==> config.mk <==
export PLATFORM = sky130hd
export DESIGN_NAME = rf_write_arbiter
export DESIGN_NICKNAME = d
export VERILOG_FILES = /design/src/rtl/rf_write_arbiter.sv
export SDC_FILE = /design/constraint.sdc
export NUM_CORES = 1
export LEC_CHECK = 0
export ABC_AREA = 1
export ABC_CLOCK_PERIOD_IN_PS = 1800
export CORE_MARGIN = 4
export CORE_UTILIZATION = 30
export DETAILED_ROUTE_END_ITERATION = 12
export PLACE_DENSITY = 0.61
export SLEW_MARGIN = 25
export SYNTH_ARGS = -nofsm -noshare
export SYNTH_HDL_FRONTEND = slang
export SYNTH_SLANG_ARGS = --single-unit
==> constraint.sdc <==
create_clock -name clk -period 1.8 [get_ports clk]
set_clock_uncertainty 0.1 [all_clocks]
set_input_delay 0.27 -clock clk [delete_from_list [all_inputs] [get_ports clk]]
set_output_delay 0.27 -clock clk [all_outputs]
set_load 0.05 [all_outputs]
==> src/rtl/rf_write_arbiter.sv <==
// Register-file write-port arbiter: two valid/ready writeback requesters, registered write.
// Optional macro RF_ZERO_GUARD_EN suppresses writes to register 0.
module rf_write_arbiter #(
  parameter int ADDR_W    = 6,
  parameter int DATA_W    = 32,
  parameter int PRIO_MODE = 0,
  parameter int CNT_W     = 16
) (
  input  logic              clk,
  input  logic              rst,
  input  logic              flush,
  input  logic              req0_valid,
  input  logic [ADDR_W-1:0] req0_addr,
  input  logic [DATA_W-1:0] req0_data,
  output logic              req0_ready,
  input  logic              req1_valid,
  input  logic [ADDR_W-1:0] req1_addr,
  input  logic [DATA_W-1:0] req1_data,
  output logic              req1_ready,
  output logic              reg_write,
  output logic [ADDR_W-1:0] write_reg,
  output logic [DATA_W-1:0] write_data,
  output logic [CNT_W-1:0]  conflict_cnt
);

  logic              last_grant_q, last_grant_d;
  logic              reg_write_q, reg_write_d;
  logic [ADDR_W-1:0] write_reg_q, write_reg_d;
  logic [DATA_W-1:0] write_data_q, write_data_d;
  logic [CNT_W-1:0]  cnt_q, cnt_d;

  logic              both;
  logic              gnt0, gnt1, xfer;
  logic [ADDR_W-1:0] sel_addr;
  logic [DATA_W-1:0] sel_data;
  logic              addr_ok;

  assign both = req0_valid & req1_valid;

  // Grant decision: ties go to fixed priority or away from last winner
  always_comb begin
    gnt0 = 1'b0;
    gnt1 = 1'b0;
    if (!rst && !flush) begin
      if (both) begin
        if (PRIO_MODE != 0 || last_grant_q) gnt0 = 1'b1;
        else                                gnt1 = 1'b1;
      end else begin
        gnt0 = req0_valid;
        gnt1 = req1_valid;
      end
    end
  end

  assign xfer     = gnt0 | gnt1;
  assign sel_addr = gnt1 ? req1_addr : req0_addr;
  assign sel_data = gnt1 ? req1_data : req0_data;

`ifdef RF_ZERO_GUARD_EN
  assign addr_ok = (sel_addr != '0);
`else
  assign addr_ok = 1'b1;
`endif

  // Next-state for grant history, staged write and conflict counter
  always_comb begin
    last_grant_d = last_grant_q;
    reg_write_d  = 1'b0;
    write_reg_d  = write_reg_q;
    write_data_d = write_data_q;
    cnt_d        = cnt_q;
    if (xfer) begin
      last_grant_d = gnt1;
      reg_write_d  = addr_ok;
      write_reg_d  = sel_addr;
      write_data_d = sel_data;
    end
    if (both && cnt_q != '1) cnt_d = cnt_q + CNT_W'(1);
  end

  // State registers with synchronous reset
  always_ff @(posedge clk) begin
    if (rst) begin
      last_grant_q <= 1'b1;
      reg_write_q  <= 1'b0;
      write_reg_q  <= '0;
      write_data_q <= '0;
      cnt_q        <= '0;
    end else begin
      last_grant_q <= last_grant_d;
      reg_write_q  <= reg_write_d;
      write_reg_q  <= write_reg_d;
      write_data_q <= write_data_d;
      cnt_q        <= cnt_d;
    end
  end

  assign req0_ready   = gnt0;
  assign req1_ready   = gnt1;
  assign reg_write    = reg_write_q;
  assign write_reg    = write_reg_q;
  assign write_data   = write_data_q;
  assign conflict_cnt = cnt_q;

endmodule

==> results by group <==
Run status
  – Run status: completed

Setup path
  – Delay of the slowest cell on the worst path: 450 ps
  – Reg2Reg Setup Slack: 190 ps
  – Endpoint class of the critical path: output pin
  – Cells along the critical path: clkdlybuf4s50_1 -> nor2_4 -> nand2_2 -> a21oi_4 -> buf_12 -> buf_12
  – Largest fanout on the critical path: 7
  – Required time reported for the critical path endpoint: 1430 ps
  – Critical path class: in2out
  – Crit path launch type: input port
  – Cell repeated most along the worst path: sky130_fd_sc_hd__buf_12
  – Worst endpoint data arrival time: 1370 ps
  – Standard cell with the maximum stage delay on the critical path: sky130_fd_sc_hd__clkdlybuf4s50_1

Final layout
  – Max FFs per register: 32
  – Layout Nets: 668
  – FILL cells: 922
  – Fraction of layout cells with a size suffix above 1: 0.1635
  – Post-synthesis to final-layout area growth: 60.60%
  – Antenna cell count: 0
  – Post-route cell area: 0.004350 mm2
  – Utilization after layout: 0.4964
  – Cell Count, Final, Fillers Out: 695

Pwr
  – Combinational share of power: 0.238
  – Leakage power total: 2.173 nW
  – Net Switching: 794.7 uW
  – Register share of total power: 0.488
  – Clock network power share: 0.274
  – Net switching share of the total power: 0.2948
  – Worst-case vdd ir drop: 0.3260 mV
  – Internal Pwr Total: 1.901 mW
  – Total power divided by cell area: 619.6 mW/mm2

Placement
  – Placed cells: 684
  – Total of buffers placed on input and output ports: 137
  – Global placer's final weighted congestion: 0.8167
  – Placed Area: 0.004217 mm2
  – DP Wirelength: 6.662 mm
  – Worst Setup Slack post-DPL: -69.62 ps

Route
  – Number of violations reported at the end of detailed-routing iteration 0: 77
  – Routed wirelength normalized by instance count: 12.21 um
  – Vias post-DR: 3088
  – Post-detailed-route DRC marker count: 0
  – Final Routed Wirelength: 8.486 mm
  – Detailed-routing iteration count for the pre-antenna-repair pass: 4
  – Drt via density: 4.443
  – Antenna Violating Nets Remaining: 0

Logic synthesis
  – Cell types occupying the most area after synthesis: sky130_fd_sc_hd__dfxtp_1, sky130_fd_sc_hd__nand2_1, sky130_fd_sc_hd__nand3_1, sky130_fd_sc_hd__inv_1, sky130_fd_sc_hd__nor2_1
  – Most common cell in the netlist: sky130_fd_sc_hd__nand2_1
  – Avg Inst Size Synth: 6.156 um2
  – Synth unique cells: 19
  – Number of warnings printed during yosys synthesis: 0
  – Synth cell count leaders: sky130_fd_sc_hd__nand2_1, sky130_fd_sc_hd__nand3_1, sky130_fd_sc_hd__dfxtp_1, sky130_fd_sc_hd__inv_1, sky130_fd_sc_hd__nor2_1
  – Share of flip-flops with an asynchronous set or reset: 0
  – Synth top area share: 0.4139
  – Area leader, netlist: sky130_fd_sc_hd__dfxtp_1
  – Total standard cell area after synthesis: 0.002709 mm2
  – Top FF cell, synth: sky130_fd_sc_hd__dfxtp_1
  – Number of nets produced by synthesis: 522
  – Cell count after synthesis: 440
  – Synth Register Bits: 56
  – Sequential cell area fraction in the yosys report: 0.4139
  – Number of enable-type register cells in the synthesized netlist: 0

Die
  – Row count: 34
  – Number of top-level pins: 138
  – Starting Density: 0.3091
  – Width of the die: 103.0 um
  – Standard cell core area: 0.008763 mm2
  – Die area: 0.01061 mm2
  – Die Y: 103.0 um

Clock tree
  – Root Driver: sky130_fd_sc_hd__clkbuf_8
  – Clock insertion delay at the later pin of the skew report: 300 ps
  – Clock-pin slew on the worst setup and hold paths: 100 ps
  – Number of CTS-inserted buffers: 5
  – Number of buffers between clock root and the deepest sink: 2
  – Sinks on Clock Net: 56
  – Clock tree from TritonCTS: built
  – Depth of the CTS H-tree: 2

STA
  – Setup TNS: 0 ps
  – Hold Vio Cnt, Final: 0
  – Post-route clock period utilization: 0.9653
  – Final Max Slew Viols: 0
  – Worst-case headroom to the max-slew limit: 0.8179
  – Worst Slack Setup Final: 62.49 ps
  – Setup-violating endpoint count in the final report: 0
  – Highest Clock Rate: 575.5 MHz
  – RSZ-0062 raised after global routing: no
  – Worst Tran Pin Value: 273.1 ps
  – Post-route minimum period: 1738 ps

Global routing
  – Largest net degree at the start of global routing: 32
  – Wire length of the first global-routing pass: 13.63 mm
  – Vias in the first global route: 2868
  – GRT Total Usage: 0.1600
  – Initial antenna violation count: 0
  – Overflow after GRT: 0

Worst hold path
  – HP Class: in2reg

Job
  – Count of max-cap constraint violations: 0
-- stage by stage --
| stage | hold slack, ps | power [mW] |
|---|---|---|
| 2_1_floorplan | 231.7 | 1.653 |
| 3_3_place_gp | 374.8 | 1.982 |
| 3_5_place_dp | 381.5 | 1.986 |
| 4_1_cts | 399.0 | 2.735 |
| 5_1_grt | 241.9 | 2.840 |
| 6_report | 236.3 | 2.696 |
-- logic make-up (layout without fill, tap and decap cells) --
logic type | after synthesis | count (layout) | share of synthesized area
AO/OA/AOI/OAI | 20 | 20 | 0.03972
adder cells (fa/ha/maj) | 1 | 1 | 0.004618
buffers and inverters | 71 | 218 | 0.1044
flip-flops | 56 | 56 | 0.4139
AND/OR/NAND/NOR | 292 | 292 | 0.4374
-- critical path, delay by kind of cell --
kind                   cells  cell delay, ps
and+or+nand+nor            2             190
buffers and inverters      3             720
AOI/OAI and AO/OA          1             180
-- worst paths after layout --
check,start,endpoint,depth (start not counted)
worst min-delay path,rst,conflict_cnt[1]$_SDFFE_PP0P_,3
worst max-delay path,flush,req1_ready,6
worst max register to register,conflict_cnt[0]$_SDFFE_PP0P_,conflict_cnt[9]$_SDFFE_PP0P_,8
worst min register to register,conflict_cnt[1]$_SDFFE_PP0P_,conflict_cnt[1]$_SDFFE_PP0P_,2
-- metal layers --
| metal | up-vias | GRT usage | wire length [um] |
|---|---|---|---|
| li1 | 1635 | - | - |
| met1 | 1352 | 0.1949 | 3622 |
| met2 | 95 | 0.2669 | 3934 |
| met3 | 6 | 0.06495 | 849 |
| met4 | 0 | 0.03287 | 79 |
| met5 | - | 0 | 0 |
-- placed cells by master (no fill, tap or decap), drive strengths merged --
cell type	count
nand2	189
buf	78
clkdlybuf4s50	77
nand3	61
dfxtp	56
inv	51
nor2	37
a21oi	18
clkbuf	6
nor3	4
clkinvlp	2
dlygate4sd2	2
o21ai	2
clkinv	1
nand4	1
ha	1
dlymetal6s2s	1
-- final cells by class --
| class | count | area [um2] | share of cell area |
|---|---|---|---|
| multi-input combinational | 313 | 1334 | 0.3066 |
| clock buffer | 6 | 82.58 | 0.01898 |
| inverter | 52 | 195.2 | 0.04487 |
| timing repair buffer | 158 | 1465 | 0.3368 |
| tap | 108 | 135.1 | 0.03106 |
| clock inverter | 2 | 15.01 | 0.003451 |
| sequential | 56 | 1124 | 0.2583 |
-- timing repair --
item	CTS	global route
endpoints found under the setup margin	2	6
buffers inserted	0	3
pin swaps	0	1
gates resized for setup	2	5
hold buffers	0	0
-- power by group through the flow --
stage               Clock [mW]  Combinational [mW]  Sequential (mW)
floorplan                    0               0.159             1.49
global placement             0               0.642             1.34
detailed placement           0               0.644             1.34
CTS                      0.777               0.643             1.32
global route             0.826               0.692             1.32
finish                   0.739               0.641             1.32
(Power assumes the default switching activity.)
